## config.mk

```make
export PLATFORM = sky130hd
export DESIGN_NAME = issue_unit
export DESIGN_NICKNAME = d
export VERILOG_FILES = /design/src/rtl/issue_unit.sv
export SDC_FILE = /design/constraint.sdc
export NUM_CORES = 1
export LEC_CHECK = 0
export CAP_MARGIN = 20
export CORE_ASPECT_RATIO = 1.25
export CORE_MARGIN = 3
export CORE_UTILIZATION = 50
export DETAILED_ROUTE_END_ITERATION = 10
export PLACE_DENSITY = 0.89
export SLEW_MARGIN = 10
export SYNTH_ARGS = -nofsm -noshare
export SYNTH_HDL_FRONTEND = slang
export SYNTH_SLANG_ARGS = --single-unit
export TNS_END_PERCENT = 1
```

## constraint.sdc

```tcl
create_clock -name i_clk -period 4.7 [get_ports i_clk]
set_clock_uncertainty 0.15 [all_clocks]
set_input_delay 1.41 -clock i_clk [delete_from_list [all_inputs] [get_ports i_clk]]
set_output_delay 1.41 -clock i_clk [all_outputs]
set_load 0.1 [all_outputs]
```

## src/rtl/issue_unit.sv

```systemverilog
// issue_unit: front-end sequencer that owns the program counter. It fetches
// 16-bit instruction words and hands one registered instruction per cycle to
// decode. It also assembles two-word LDMs, applies branch redirects, holds
// on stalls, and injects hardware interrupts as CALLs.
module issue_unit #(
  parameter logic [15:0] RESET_ADDR = 16'h0000,
  parameter logic [15:0] INT_ADDR   = 16'h0001
) (
  input  logic        i_clk,
  input  logic        i_reset,
  output logic [15:0] o_pc,
  input  logic [15:0] i_instr,
  input  logic        i_stall,
  input  logic        i_branch_taken,
  input  logic [15:0] i_branch_target,
  input  logic        i_interrupt_req,
  output logic        o_valid,
  output logic [4:0]  o_opcode,
  output logic [15:0] o_instr,
  output logic [15:0] o_imm,
  output logic        o_interrupt,
  output logic [15:0] o_ret_pc
);

  localparam logic [4:0]  OP_CALL   = 5'b00101;
  localparam logic [4:0]  OP_LDM_A  = 5'b10010;
  localparam logic [4:0]  OP_LDM_B  = 5'b10001;
  localparam logic [15:0] CALL_WORD = 16'h2800;

  typedef enum logic [1:0] {
    S_VECTOR,
    S_RUN,
    S_IMM,
    S_INT_VEC
  } state_e;

  // Everything decode sees; an all-zero value is the NOP bubble.
  typedef struct packed {
    logic        valid;
    logic [4:0]  opcode;
    logic [15:0] instr;
    logic [15:0] imm;
    logic        intr;
    logic [15:0] ret_pc;
  } issue_t;

  state_e      state_q, state_d;
  logic [15:0] pc_q, pc_d;
  logic [15:0] held_q, held_d;
  logic        pending_q, pending_d;
  logic        guard_q, guard_d;   // a real instruction issued since the last injection
  issue_t      issue_q, issue_d;

  logic [15:0] pc_inc;
  logic        pending_any;
  logic        fetch_is_ldm;

  assign pc_inc       = pc_q + 16'd1;
  // A request arriving this cycle can be serviced on this very edge.
  assign pending_any  = pending_q | i_interrupt_req;
  assign fetch_is_ldm = (i_instr[15:11] == OP_LDM_A) || (i_instr[15:11] == OP_LDM_B);

  // Fetch address: fixed vectors while loading them, otherwise the PC.
  always_comb begin
    case (state_q)
      S_VECTOR:  o_pc = RESET_ADDR;
      S_INT_VEC: o_pc = INT_ADDR;
      default:   o_pc = pc_q;
    endcase
  end

  // Next-state logic: redirect beats stall, stall freezes everything but pending.
  always_comb begin
    // NOTE: every _d signal is given a hold value first so no path leaves it
    // unassigned, which would otherwise infer a latch.
    state_d   = state_q;
    pc_d      = pc_q;
    held_d    = held_q;
    guard_d   = guard_q;
    issue_d   = issue_q;
    pending_d = pending_any;

    if (i_branch_taken && (state_q != S_VECTOR)) begin
      pc_d    = i_branch_target;
      state_d = S_RUN;
      issue_d = '0;
      if (state_q == S_INT_VEC) begin
        // The injected CALL is killed: take the interrupt again at the target.
        pending_d = 1'b1;
        guard_d   = 1'b1;
      end
    end else if (!i_stall) begin
      case (state_q)
        S_VECTOR: begin
          pc_d    = i_instr;
          issue_d = '0;
          state_d = S_RUN;
        end
        S_RUN: begin
          if (pending_any && guard_q) begin
            issue_d.valid  = 1'b1;
            issue_d.opcode = OP_CALL;
            issue_d.instr  = CALL_WORD;
            issue_d.imm    = '0;
            issue_d.intr   = 1'b1;
            issue_d.ret_pc = pc_q;
            pending_d      = 1'b0;
            guard_d        = 1'b0;
            state_d        = S_INT_VEC;
          end else if (fetch_is_ldm) begin
            held_d  = i_instr;
            issue_d = '0;
            pc_d    = pc_inc;
            state_d = S_IMM;
          end else begin
            issue_d.valid  = 1'b1;
            issue_d.opcode = i_instr[15:11];
            issue_d.instr  = i_instr;
            issue_d.imm    = '0;
            issue_d.intr   = 1'b0;
            issue_d.ret_pc = pc_inc;
            pc_d           = pc_inc;
            guard_d        = 1'b1;
          end
        end
        S_IMM: begin
          issue_d.valid  = 1'b1;
          issue_d.opcode = held_q[15:11];
          issue_d.instr  = held_q;
          issue_d.imm    = i_instr;
          issue_d.intr   = 1'b0;
          issue_d.ret_pc = pc_inc;
          pc_d           = pc_inc;
          guard_d        = 1'b1;
          state_d        = S_RUN;
        end
        S_INT_VEC: begin
          pc_d    = i_instr;
          issue_d = '0;
          state_d = S_RUN;
        end
      endcase
    end
  end

  // State and issue registers with asynchronous reset.
  always_ff @(posedge i_clk or posedge i_reset) begin
    // NOTE: non-blocking assignments so every register samples the
    // pre-edge values regardless of statement order.
    if (i_reset) begin
      state_q   <= S_VECTOR;
      pc_q      <= '0;
      held_q    <= '0;
      pending_q <= 1'b0;
      guard_q   <= 1'b1;
      issue_q   <= '0;
    end else begin
      state_q   <= state_d;
      pc_q      <= pc_d;
      held_q    <= held_d;
      pending_q <= pending_d;
      guard_q   <= guard_d;
      issue_q   <= issue_d;
    end
  end

  assign o_valid     = issue_q.valid;
  assign o_opcode    = issue_q.opcode;
  assign o_instr     = issue_q.instr;
  assign o_imm       = issue_q.imm;
  assign o_interrupt = issue_q.intr;
  assign o_ret_pc    = issue_q.ret_pc;

endmodule

```

-- Word-level counts from Yosys, hierarchy flattened
Cells that the tools add are included.
- latch bits: 0
- bits of input ports: 37
- output and inout bits: 71
- memories kept: 0
- memory bits (read-only): 0
- register bits after elaboration: 91
- memory bits (writable): 0
- logic and storage cells: 64
- div/mod/pow operators: 0
- $lt $le $gt $ge: 0
- mux-type cells: 26
- equal/unequal tests: 10
- bitwise logic cells: 4
- multipliers: 0
- $add $sub $neg: 1
- shift-type cells: 0
- reduce and logical (&&, ||, !) cells: 12
- operators by type and width (kind ; count):
    2-to-1 mux 55 bit ; 4
    case mux 55 bit (3 select lines) ; 1
    2-to-1 mux 16 bit ; 3
    case mux 16 bit (3 select lines) ; 1
    case mux 16 bit (2 select lines) ; 1
    adder 16 x 1 -> 16 bit (second input constant) ; 1
    equality test 5 bit (second input constant) ; 2
    2-to-1 mux 1 bit ; 10
    2-to-1 mux 2 bit ; 4
    != test 4 bit (second input constant) ; 2
    AND reduction 5 bit ; 1
    equality test 2 bit (second input constant) ; 2
    != test 2 x 1 -> 1 bit (second input constant) ; 2
    case mux 2 bit (2 select lines) ; 1
    AND reduction 2 bit ; 2
    AND reduction 4 bit ; 1
    != test 3 bit (second input constant) ; 1
    NOT 1 bit ; 3
    nonzero test 3 bit ; 1
    OR reduction 3 bit ; 1
    equality test 2 x 1 -> 1 bit (second input constant) ; 1
    logical AND 1 bit ; 2
    zero test 2 bit ; 1
    case mux 1 bit (2 select lines) ; 1
    4 further kinds ; 4

-- Logic depth before layout (Yosys ltp)
- word-level depth: 7
- mapped depth: 10
- depth with buffers taken out: 7

-- Worst setup path before layout
OpenSTA, ideal clock, no wires.
- path kind: register to output
- from: reg state_q[0]
- to: out o_pc[0]
- data required time: 3.140 ns
- setup slack: -0.252 ns
- stages on the path, launching flop included: 7
- arrival time: 3.392 ns
- cell sequence: dfrtp_1 -> inv_1 -> ha_1 -> clkbuf_1 -> clkbuf_1 -> clkbuf_1 -> o21ai_0
- cells in the longest elaborated chain, start to end: 2
- elaborated cells between the ends (all ways): 3
- ends and longest elaborated chain (what ; RTL line ; text):
    start: declaration ; 47 ; state_e state_q, state_d;
    start signal: assignment ; 158 ; state_q <= state_d;
    equality test 2 bit / zero test 2 bit (equally long branches) ; 65 ; case (state_q)
    case mux 16 bit (2 select lines) * ; 65 ;
    end: declaration ; 11 ; output logic [15:0] o_pc,
Mark *: on every way between the ends. The rest lies on a longest branch, timed or not.

-- Worst setup path after layout
- from: reg state_q[1]
- to: out o_pc[0]
Same word-level chain as after synthesis.

==> metrics.yaml <==
global_route:
  grt_start_max_net_pins: 54
  antenna_found_initial: 0
  grt_pass1_wl_um: 21330
  grt_pass1_vias: 4198
  globalRouteOverflowTotal: 0
  track_usage: 0.2616
final_layout:
  nNetsFinal: 606
  post-route-util: 0.6819
  nFillCells: 646
  areaGrowthSynthToFinish_pct: 29.86
  antenna_cells: 0
  drive_gt1_frac: 0.1092
critical_path:
  required_ns: 3.14
  critPathKind: "register to primary output"
  reg2reg_slack_ns: 1.82
  worst_r2r_path_depth: 7
  crit_path_end_kind: "primary output"
  worstSetupStartpointType: "register"
  crit_arrival_ns: 2.44
  r2r_end: "o_ret_pc[11]$_DFFE_PP0N_"
  critical_path.max_fanout: 25
  timing.rr.start: "state_q[1]$_DFFE_PP0P_"
clocking:
  cts_root_buf: "clkbuf_8"
  tritoncts: "yes"
  clock_latency_ns: 0.36
  clockBufferDepth: 2
  post_cts_buffers: 0
  htreeDepth: 3
  cts_buffers: 9
  cts_hold_buf: 0
  clk_pin_slew_ns: 0.09
  cts_repair_resize_count: 0
  cts_sinks: 86
die:
  die_w_um: 90.14
  start_util: 0.5251
  ioPinCount: 108
  row_count: 37
  die_h_um: 111.2
  fp.coreArea_sq_um: 8426
  die_area_sq_um: 10020
sta:
  setup-tns-final_ns: 0
  slew_headroom: 0.3330
  fin_crit_ns: 3.996
  setup-violations-final: 0
  whs_ns: 0.3428
  tightestPinTransition_ns: 0.9973
  rsz0062_at_grt: "no"
  period_share: 0.8501
  drv_slew: 0
  fmax_mhz: 250.3
  hold_viol: 0
synth:
  synth_commonest_cells: "dfrtp_1 (85), nand2_1 (63), o21ai_0 (50), clkbuf_1 (27)"
  ys_seq_elements: 86
  syn_inst: 471
  synthArstFlopShare: 1.000
  synth_edf_count: 0
  synth_top_cell_by_area: "dfrtp_1"
  synth.area.top_cells: "dfrtp_1 (48%), o21ai_0 (5.7%), nand2_1 (5.3%), a22o_1 (3.2%), a21oi_1 (2.6%)"
  synth_cell_types: 57
  yosysWarnings: 0
  synth_nets: 514
  ys_seq_area_frac: 0.4867
  synth.most_common_cell: "dfrtp_1"
  synth_top_area_frac: 0.4808
  synth-main-ff-cell: "dfrtp_1"
  netlist_area_sq_um: 4424
  syn_avg_cell_area_sq_um: 9.393
flow_run:
  drv_cap: 0
routing:
  vias: 4169
  wire_per_inst_um: 18.82
  first_pass_iters: 5
  drt_iter0_markers: 326
  drc: 0
  viasPerCell: 6.086
  ant_nets: 0
  totalWireLength_um: 12890
power_and_ir_drop:
  p_leak_nw: 2.467
  max-vdd-ir-drop_uv: 477.0
  powerDensity_nw_per_um2: 531.1
min_path:
  min-delay-start: "o_interrupt$_DFFE_PP0N_"
  hold_depth: 1
  hold_path_class: "register to register"
  hold_end: "o_interrupt$_DFFE_PP0N_"
outcome:
  status: "completed"
placed_design:
  io_buffer_count: 107
  hpwl_um: 9235
  gp_congestion: 0.8963
## flip-flops by register name, summed over array words and instances (netlist names), 2 cells and up
| register | cells |
|---|---|
| o_opcode | 5 |
| o_imm | 16 |
| pc_q | 16 |
| state_q | 2 |
| o_instr | 11 |
| o_ret_pc | 16 |
| held_q | 16 |
## worst max-delay path by stage
stage                           startpoint                        to  slack (ns)  cells after the start
floorplan           state_q[0]$_DFFE_PP0P_                   o_pc[0]        0.51                      6
global placement                   i_stall  o_ret_pc[11]$_DFFE_PP0N_        0.86                      5
detailed placement                 i_stall  o_ret_pc[14]$_DFFE_PP0N_        0.79                      5
CTS                 state_q[1]$_DFFE_PP0P_                   o_pc[0]        0.74                      5
global route        state_q[1]$_DFFE_PP0P_                   o_pc[0]        0.57                      5
finish              state_q[1]$_DFFE_PP0P_                   o_pc[0]        0.70                      5
## report_power, final
part | internal, W | total [W] | switching [W] | leakage [nW]
sequential | 0.000866 | 0.00100 | 0.000136 | 1.13
combinational | 0.000383 | 0.00149 | 0.00111 | 1.23
clock | 0.000270 | 0.000560 | 0.000289 | 0.107
## through the flow
stage / total power, W / worst slack (ns) / std cells / instance area, sq um
finish: 0.003052 / 0.7045 / 685 / 5746
global route: 0.003171 / 0.5699 / 685 / 5746
CTS: 0.003043 / 0.7384 / 685 / 5746
detailed placement: 0.002487 / 0.7903 / 669 / 5530
global placement: 0.002455 / 0.8578 / 669 / 5530
floorplan: 0.002109 / 0.5067 / 471 / 4424
## kinds of logic (layout without fill, tap and decap cells)
| kind of cell | after synthesis | in the layout | share of synthesized area |
|---|---|---|---|
| buf+inv | 52 | 149 | 0.05091 |
| fa+ha+maj | 6 | 6 | 0.01697 |
| xor+xnor | 11 | 11 | 0.02178 |
| mux | 18 | 18 | 0.04440 |
| compound gates | 148 | 148 | 0.2127 |
| simple gates | 150 | 150 | 0.1666 |
| flops | 86 | 86 | 0.4867 |
## area by class of cell
type                       instances  area (sq um)  area share
clock buffer                      10         137.6     0.02395
clock inverter                     6         77.57     0.01350
inverter                          14         53.80    0.009364
multi-input combinational        333          2056      0.3578
sequential                        86          2153      0.3748
tap                              117         146.4     0.02548
timing repair buffer             119          1121      0.1951
## routing by layer
layer	vias to the layer above	track usage	part of all wire
met5	-	0	0
met4	0	0.1205	0.025
met3	31	0.03462	0.077
met2	253	0.4437	0.50
met1	2018	0.3314	0.40
li1	1867	-	-
## worst max-delay path, stage by stage (launching register included)
cell,delay [ns]
dfrtp_1,0.45
inv_1,0.11
ha_1,0.81
nand2_1,0.18
o21ai_1,0.18
buf_4,0.33
## placed cells by master (no fill, tap or decap), types with 7 or more instances in the layout
| master | netlist | routed |
|---|---|---|
| o21ai_0 | 50 | 49 |
| mux2_2 | 7 | 7 |
| buf_4 | 5 | 28 |
| clkbuf_8 | 0 | 10 |
| nor2_1 | 23 | 22 |
| dfrtp_1 | 85 | 85 |
| a21oi_1 | 23 | 23 |
| and2_1 | 18 | 18 |
| clkdlybuf4s50_1 | 0 | 91 |
| a22o_1 | 16 | 16 |
| nand2_1 | 63 | 63 |
| nand3_1 | 9 | 9 |
| o22ai_1 | 14 | 14 |
| nor3_1 | 10 | 10 |
| o211ai_1 | 7 | 7 |
| inv_1 | 14 | 13 |
No activity file was read; power rests on OpenSTA's default activity.
